`src/rtl/replay_pkg.sv`:
```
// ---------------------------------------------------------------------------
// replay_pkg
// Shared types and defaults for the signal replayer.
//   DEF_DATA_W / DEF_TIME_W : default event data and timestamp widths
//   replay_event_t          : one change event {ev_time, ev_data}
//   replay_state_t          : playback FSM encoding (IDLE=0, PLAYING=1)
// ---------------------------------------------------------------------------
package replay_pkg;

    localparam int DEF_DATA_W = 8;
    localparam int DEF_TIME_W = 32;

    typedef struct packed {
        logic [DEF_TIME_W-1:0] ev_time;
        logic [DEF_DATA_W-1:0] ev_data;
    } replay_event_t;

    typedef enum logic {
        IDLE    = 1'b0,
        PLAYING = 1'b1
    } replay_state_t;

endpackage

```
`src/rtl/signal_replayer_if.sv`:
```
// ---------------------------------------------------------------------------
// signal_replayer_if
// Event streaming handshake between the host command path and the replayer.
//   event_valid : host offers an event
//   event_ready : replayer buffer has room
//   event_time  : timestamp of the offered event (clk ticks from playback start)
//   event_data  : value data_out takes at that timestamp
// Modports: master = host side, slave = replayer side.
// ---------------------------------------------------------------------------
interface signal_replayer_if
    import replay_pkg::*;
#(
    parameter int TIME_W = DEF_TIME_W,
    parameter int DATA_W = DEF_DATA_W
);
    logic              event_valid;
    logic              event_ready;
    logic [TIME_W-1:0] event_time;
    logic [DATA_W-1:0] event_data;

    modport master (
        output event_valid,
        output event_time,
        output event_data,
        input  event_ready
    );

    modport slave (
        input  event_valid,
        input  event_time,
        input  event_data,
        output event_ready
    );
endinterface

```
`src/rtl/replay_event_fifo.sv`:
```
// ---------------------------------------------------------------------------
// replay_event_fifo
// Synchronous FIFO of timestamped events with flush.
//   clk, rst            : clock, synchronous active-low reset
//   push, push_time/data: write an event (ignored when full)
//   pop                 : drop the head (ignored when empty)
//   flush               : discard all contents; overrides push and pop
//   full, empty         : occupancy flags
//   head_time/head_data : oldest stored event (valid when !empty)
// Pointers carry one extra wrap bit so full and empty are distinguishable.
// A pushed entry only becomes visible at the head after the write edge.
// ---------------------------------------------------------------------------
module replay_event_fifo #(
    parameter int TIME_W = 32,
    parameter int DATA_W = 8,
    parameter int DEPTH  = 8
) (
    input  logic              clk,
    input  logic              rst,
    input  logic              push,
    input  logic [TIME_W-1:0] push_time,
    input  logic [DATA_W-1:0] push_data,
    input  logic              pop,
    input  logic              flush,
    output logic              full,
    output logic              empty,
    output logic [TIME_W-1:0] head_time,
    output logic [DATA_W-1:0] head_data
);
    localparam int AW = $clog2(DEPTH);
    localparam int PW = AW + 1;

    logic [TIME_W+DATA_W-1:0] mem [DEPTH];
    logic [PW-1:0]            wr_ptr;
    logic [PW-1:0]            rd_ptr;
    logic                     do_push;
    logic                     do_pop;

    assign full    = (wr_ptr[AW] != rd_ptr[AW]) && (wr_ptr[AW-1:0] == rd_ptr[AW-1:0]);
    assign empty   = (wr_ptr == rd_ptr);
    assign do_push = push && !full && !flush;
    assign do_pop  = pop && !empty && !flush;

    assign {head_time, head_data} = mem[rd_ptr[AW-1:0]];

    always_ff @(posedge clk) begin
        if (!rst) begin
            wr_ptr <= '0;
            rd_ptr <= '0;
        end else if (flush) begin
            wr_ptr <= '0;
            rd_ptr <= '0;
        end else begin
            if (do_push) wr_ptr <= wr_ptr + PW'(1);
            if (do_pop)  rd_ptr <= rd_ptr + PW'(1);
        end
    end

    // Storage needs no reset: the pointers define what is valid.
    always_ff @(posedge clk) begin
        if (rst && do_push) mem[wr_ptr[AW-1:0]] <= {push_time, push_data};
    end
endmodule

```
`src/rtl/signal_replayer.sv`:
```
// ---------------------------------------------------------------------------
// signal_replayer
// Rebuilds a waveform from timestamped change events: events are buffered,
// and during playback each one is driven onto data_out once the playback
// time counter reaches its timestamp (late events are applied at once).
//   clk, rst  : clock, synchronous active-low reset
//   start     : begin / restart playback (time counter back to 0)
//   stop      : abort playback, flush the buffer; wins over start
//   evt       : event handshake (slave modport of signal_replayer_if)
//   data_out  : reconstructed signal (registered)
//   playing   : high while in PLAYING
//   late      : sticky late-event flag, present only when
//               REPLAYER_LATE_FLAG_EN is defined; cleared by reset or start
//
// state   | meaning
// --------+----------------------------------------------------------
// IDLE    | events accepted and held, data_out and tcount frozen
// PLAYING | tcount advances, due head events are applied one per cycle
// ---------------------------------------------------------------------------
module signal_replayer
    import replay_pkg::*;
#(
    parameter int DATA_W     = DEF_DATA_W,
    parameter int TIME_W     = DEF_TIME_W,
    parameter int FIFO_DEPTH = 8
) (
    input  logic              clk,
    input  logic              rst,
    input  logic              start,
    input  logic              stop,
    signal_replayer_if.slave  evt,
    output logic [DATA_W-1:0] data_out,
`ifdef REPLAYER_LATE_FLAG_EN
    output logic              playing,
    output logic              late
`else
    output logic              playing
`endif
);
    replay_state_t     state;
    logic [TIME_W-1:0] tcount;
    logic              fifo_full;
    logic              fifo_empty;
    logic [TIME_W-1:0] head_time;
    logic [DATA_W-1:0] head_data;
    logic              push;
    logic              pop;

    assign evt.event_ready = !fifo_full;
    assign push = evt.event_valid && !fifo_full && !stop;

    // A restart edge pops nothing so the fresh timeline keeps the
    // start -> T+1 latency for every event still queued.
    assign pop = (state == PLAYING) && !fifo_empty && (head_time <= tcount)
                 && !stop && !start;

    replay_event_fifo #(
        .TIME_W (TIME_W),
        .DATA_W (DATA_W),
        .DEPTH  (FIFO_DEPTH)
    ) u_fifo (
        .clk       (clk),
        .rst       (rst),
        .push      (push),
        .push_time (evt.event_time),
        .push_data (evt.event_data),
        .pop       (pop),
        .flush     (stop),
        .full      (fifo_full),
        .empty     (fifo_empty),
        .head_time (head_time),
        .head_data (head_data)
    );

    always_ff @(posedge clk) begin
        if (!rst) begin
            state    <= IDLE;
            tcount   <= '0;
            data_out <= '0;
            playing  <= 1'b0;
`ifdef REPLAYER_LATE_FLAG_EN
            late     <= 1'b0;
`endif
        end else if (stop) begin
            state   <= IDLE;
            playing <= 1'b0;
        end else if (start) begin
            state   <= PLAYING;
            playing <= 1'b1;
            tcount  <= '0;
`ifdef REPLAYER_LATE_FLAG_EN
            late    <= 1'b0;
`endif
        end else if (state == PLAYING) begin
            if (tcount != '1) tcount <= tcount + TIME_W'(1);
            if (pop) begin
                data_out <= head_data;
`ifdef REPLAYER_LATE_FLAG_EN
                if (head_time < tcount) late <= 1'b1;
`endif
            end
        end
    end
endmodule

```
`src/flat_wrapper.sv`:
```
// flat-port wrapper written by rule: the top's interface ports become plain ports
module signal_replayer_flat import replay_pkg::*;
#(
    parameter int DATA_W     = DEF_DATA_W,
    parameter int TIME_W     = DEF_TIME_W,
    parameter int FIFO_DEPTH = 8
)
  (clk, rst, start, stop, data_out, playing, evt_event_valid, evt_event_time, evt_event_data, evt_event_ready);
  signal_replayer_if #(.TIME_W(TIME_W), .DATA_W(DATA_W)) evt_i ();
  input  logic clk;
  input  logic rst;
  input  logic start;
  input  logic stop;
  output logic [DATA_W-1:0] data_out;
  output logic playing;
  input wire logic [$bits(evt_i.event_valid)-1:0] evt_event_valid;
  input wire logic [$bits(evt_i.event_time)-1:0] evt_event_time;
  input wire logic [$bits(evt_i.event_data)-1:0] evt_event_data;
  output wire logic [$bits(evt_i.event_ready)-1:0] evt_event_ready;
  assign evt_i.event_valid = evt_event_valid;
  assign evt_i.event_time = evt_event_time;
  assign evt_i.event_data = evt_event_data;
  assign evt_event_ready = evt_i.event_ready;
  signal_replayer #(.DATA_W(DATA_W), .TIME_W(TIME_W), .FIFO_DEPTH(FIFO_DEPTH)) u_core (.clk(clk), .rst(rst), .start(start), .stop(stop), .evt(evt_i), .data_out(data_out), .playing(playing));
endmodule
```
`config.mk`:
```
export PLATFORM = sky130hd
export DESIGN_NAME = signal_replayer_flat
export DESIGN_NICKNAME = d
export VERILOG_FILES = /design/src/rtl/replay_pkg.sv /design/src/rtl/signal_replayer_if.sv /design/src/rtl/replay_event_fifo.sv /design/src/rtl/signal_replayer.sv /design/src/flat_wrapper.sv
export SDC_FILE = /design/constraint.sdc
export NUM_CORES = 1
export LEC_CHECK = 0
export ABC_AREA = 1
export ABC_CLOCK_PERIOD_IN_PS = 5000
export BUFFER_PORTS_ARGS = -buffer_cell sky130_fd_sc_hd__buf_4
export CAP_MARGIN = 40
export CORE_ASPECT_RATIO = 0.7
export CORE_MARGIN = 1
export CORE_UTILIZATION = 64
export CTS_BUF_LIST = sky130_fd_sc_hd__clkbuf_4 sky130_fd_sc_hd__clkbuf_8
export DETAILED_ROUTE_END_ITERATION = 7
export GPL_ROUTABILITY_DRIVEN = 1
export PLACE_DENSITY = 0.82
export SLEW_MARGIN = 10
export SYNTH_ARGS = -nofsm -noshare
export SYNTH_HDL_FRONTEND = slang
export SYNTH_SLANG_ARGS = --single-unit
export TNS_END_PERCENT = 5
```
`constraint.sdc`:
```
create_clock -name clk -period 5 [get_ports clk]
set_input_delay 0 -clock clk [delete_from_list [all_inputs] [get_ports clk]]
set_output_delay 0 -clock clk [all_outputs]
set_load 0.005 [all_outputs]
```
==> impl_metrics.py <==
metrics = {
    "die": {
        "die-width_um": 190,
        "start_util_pct": 66.3,
        "pin_count": 55,
        "die_area_um2": 25500,
        "core-area_um2": 24000,
        "fp.dieH_um": 134,
        "fp-row-count": 47,
    },
    "detailed_routing": {
        "ant_nets": 0,
        "vias": 11500,
        "routed_via_density": 5.94,
        "finalWirelength_um": 37400,
        "avgRoutedWirePerCell_um": 19.3,
        "dr.pass1.iters": 6,
        "drcViolationCount": 0,
        "drt_iter0_drc": 1347,
    },
    "cells_and_area": {
        "finalNetCount": 1652,
        "area_delta_synth_final_pct": 15.1,
        "diodes": 0,
        "drive_gt1_share_pct": 13.6,
        "fin_util_pct": 76.3,
        "final_area_um2": 18300,
    },
    "yosys": {
        "ys_top_cells_by_area": "edfxtp_1 60%, nor2_1 6.8%, dfxtp_1 6.5%",
        "synthArstFlopShare_pct": 0,
        "synth-edff-count": 320,
        "syn-num-nets": 1545,
        "synth_top_area_share_pct": 60.4,
        "synth_cell_types": 37,
        "synth_compound_area_share_pct": 10.3,
        "yosys_warnings": 0,
        "syn_inst": 1465,
        "avgSynthCellArea_um2": 10.9,
        "synth_seq_area_share_pct": 67.0,
        "synth_area_um2": 15900,
        "synthSimpleGateAreaFrac_pct": 15.6,
        "synth_ff_type": "edfxtp_1",
        "synth_xor_area_share_pct": 0.661,
        "synthAdderAreaFrac_pct": 2.75,
        "yosys.cell_count.top_type": "edfxtp_1",
        "yosys-top-cells-count": "320 x edfxtp_1, 289 x nor2_1, 192 x nand2_1",
        "synth-seq-cells": 372,
        "synthMuxAreaShare_pct": 0,
        "yosysTopAreaCell": "edfxtp_1",
        "synth_top_family_by_area": "simple AND/OR/NAND/NOR gates",
    },
    "global_routing": {
        "antenna_found_initial": 0,
        "overflow": 0,
        "grt_max_degree": 177,
        "grt_pass1_vias": 10900,
        "grt_pass1_wl_um": 58500,
        "grt_util_all_layers_pct": 30.2,
    },
    "clock_network": {
        "cts_hold_buffers": 45,
        "cts_buffer_depth": 3,
        "insertion_delay_ns": 0.62,
        "cts.sinks": 372,
        "h-tree-depth": 2,
        "cts_resized": 0,
        "cts_setup_buffers": 0,
        "cts_tree": "yes",
        "cts_buffers": 53,
        "cts.clk_slew.worst_paths_ns": 0.07,
        "cts-root-buf": "clkbuf_8",
    },
    "critical_path": {
        "timing.critical_path.mode_cell": "nand2_1",
        "end_kind": "register",
        "cp.arrival_ns": 4.29,
        "critPathMaxFanout": 176,
        "crit_family": "simple AND/OR/NAND/NOR gates",
        "critPathMaxStageDelay_ns": 0.53,
        "worst_setup_path_start_kind": "register",
        "worstPathRequired_ns": 5.45,
        "critPathSlowestCell": "buf_12",
        "reg2reg_setup_slack_ns": 1.16,
        "path_buf_inv": 1,
        "timing_worst_setup_path_type": "reg2reg",
        "crit_chain": "buf_12, o21ai_0, o22ai_1, nor2_1, a31oi_1, ha_1, a21oi_1, o21ai_0, nand2_1, nand2_1, a21oi_1, nand2_1, nand2_1, nand2_1, nand2_1, a21oi_1",
    },
    "timing": {
        "setup_viol": 0,
        "worst_pin_slew_ns": 0.875,
        "skew_ns": 0.0351,
        "finalSetupTns_ns": 0,
        "slew_violations": 0,
        "finalHoldViolations": 0,
        "grt_setup_unrepaired": "no",
        "fmax_mhz": 260,
        "max_slew_margin_pct": 41.6,
        "period_share_pct": 76.8,
        "period_minus_slack_ns": 3.84,
    },
    "pwr": {
        "leakage_nw": 6.37,
        "ir_drop_v": 0.000375,
        "p_per_area_nw_per_um2": 333,
    },
    "placed_design": {
        "io_buffers": 54,
        "dp_hpwl_um": 21500,
        "placed_cell_area_um2": 16700,
        "place_congestion": 0.940,
    },
    "flow_run": {
        "max_cap_viol_count": 0,
    },
    "hold_path": {
        "hold_class": "in2reg",
    },
    "status": {
        "run_status": "finished clean",
    },
}
[layout by cell type, fill, tap and decap left out, drive strengths merged, types with 45 or more instances in the layout]
master / count
nand3: 63
edfxtp: 320
dfxtp: 52
buf: 77
dlygate4sd3: 45
nor2: 294
a21oi: 75
nand2: 196
inv: 75
clkbuf: 88
o21ai: 163
[worst paths after layout]
check / startpoint / to / cells after the start
setup reg to reg: register / u_core.data_out[4] / 16
hold / removal: rst / u_core.tcount[28] / 3
hold reg to reg: u_core.data_out[7] / u_core.data_out[7] / 2
setup / recovery: register / u_core.data_out[4] / 16
[sequential cells by signal, indices dropped and copies added (netlist names), named ones only]
register and cells:
u_core.u_fifo.rd_ptr 4, u_core.playing 1, u_core.u_fifo.mem 320, u_core.data_out 8, u_core.tcount 32, u_core.u_fifo.wr_ptr 4
[report_power, final]
part | switching, W | internal, W
Combinational | 0.000108 | 0.0000715
Sequential | 0.00000595 | 0.00338
Clock | 0.00114 | 0.00139
[through the flow]
| step | total power [W] | hold slack (ns) | std cells | setup WS (ns) |
|---|---|---|---|---|
| after floorplan | 0.00352 | 0.0989 | 1465 | 0.603 |
| after global placement | 0.00359 | 0.230 | 1788 | 1.37 |
| after detailed placement | 0.00360 | 0.232 | 1790 | 1.26 |
| after CTS | 0.00611 | 0.0604 | 1934 | 1.24 |
| after global routing | 0.00626 | 0.120 | 1934 | 0.872 |
| final | 0.00610 | 0.0769 | 1934 | 1.16 |
[tightest hold or removal path: cells and delay by family]
| family | cells | cell delay [ns] |
|---|---|---|
| simple gates | 1 | 0.20 |
| buf+inv | 2 | 0.43 |
[per-layer routing]
layer	routed length, um	track usage (%)	up-vias	part of all wire, %
li1	-	-	5376	-
met1	16200	45.7	5405	43
met2	16700	45.1	636	45
met3	3780	5.23	75	10
met4	736	9.02	0	2.0
met5	0	0	-	0
[cell families after synthesis]
logic type | Yosys count
AO/OA/AOI/OAI | 306
adder cells (fa/ha/maj) | 35
AND/OR/NAND/NOR | 594
flip-flops | 372
buffers and inverters | 146
XOR/XNOR | 12
[final cells by class]
class	instances	area (um2)
clock buffers	88	1020
fillers	1509	5690
inverters	76	287
multi-input cells	947	4710
clock inverters	11	115
well taps	318	398
repair buffers	122	1120
flip-flops and latches	372	10700
No activity file was read; power rests on OpenSTA's default activity.
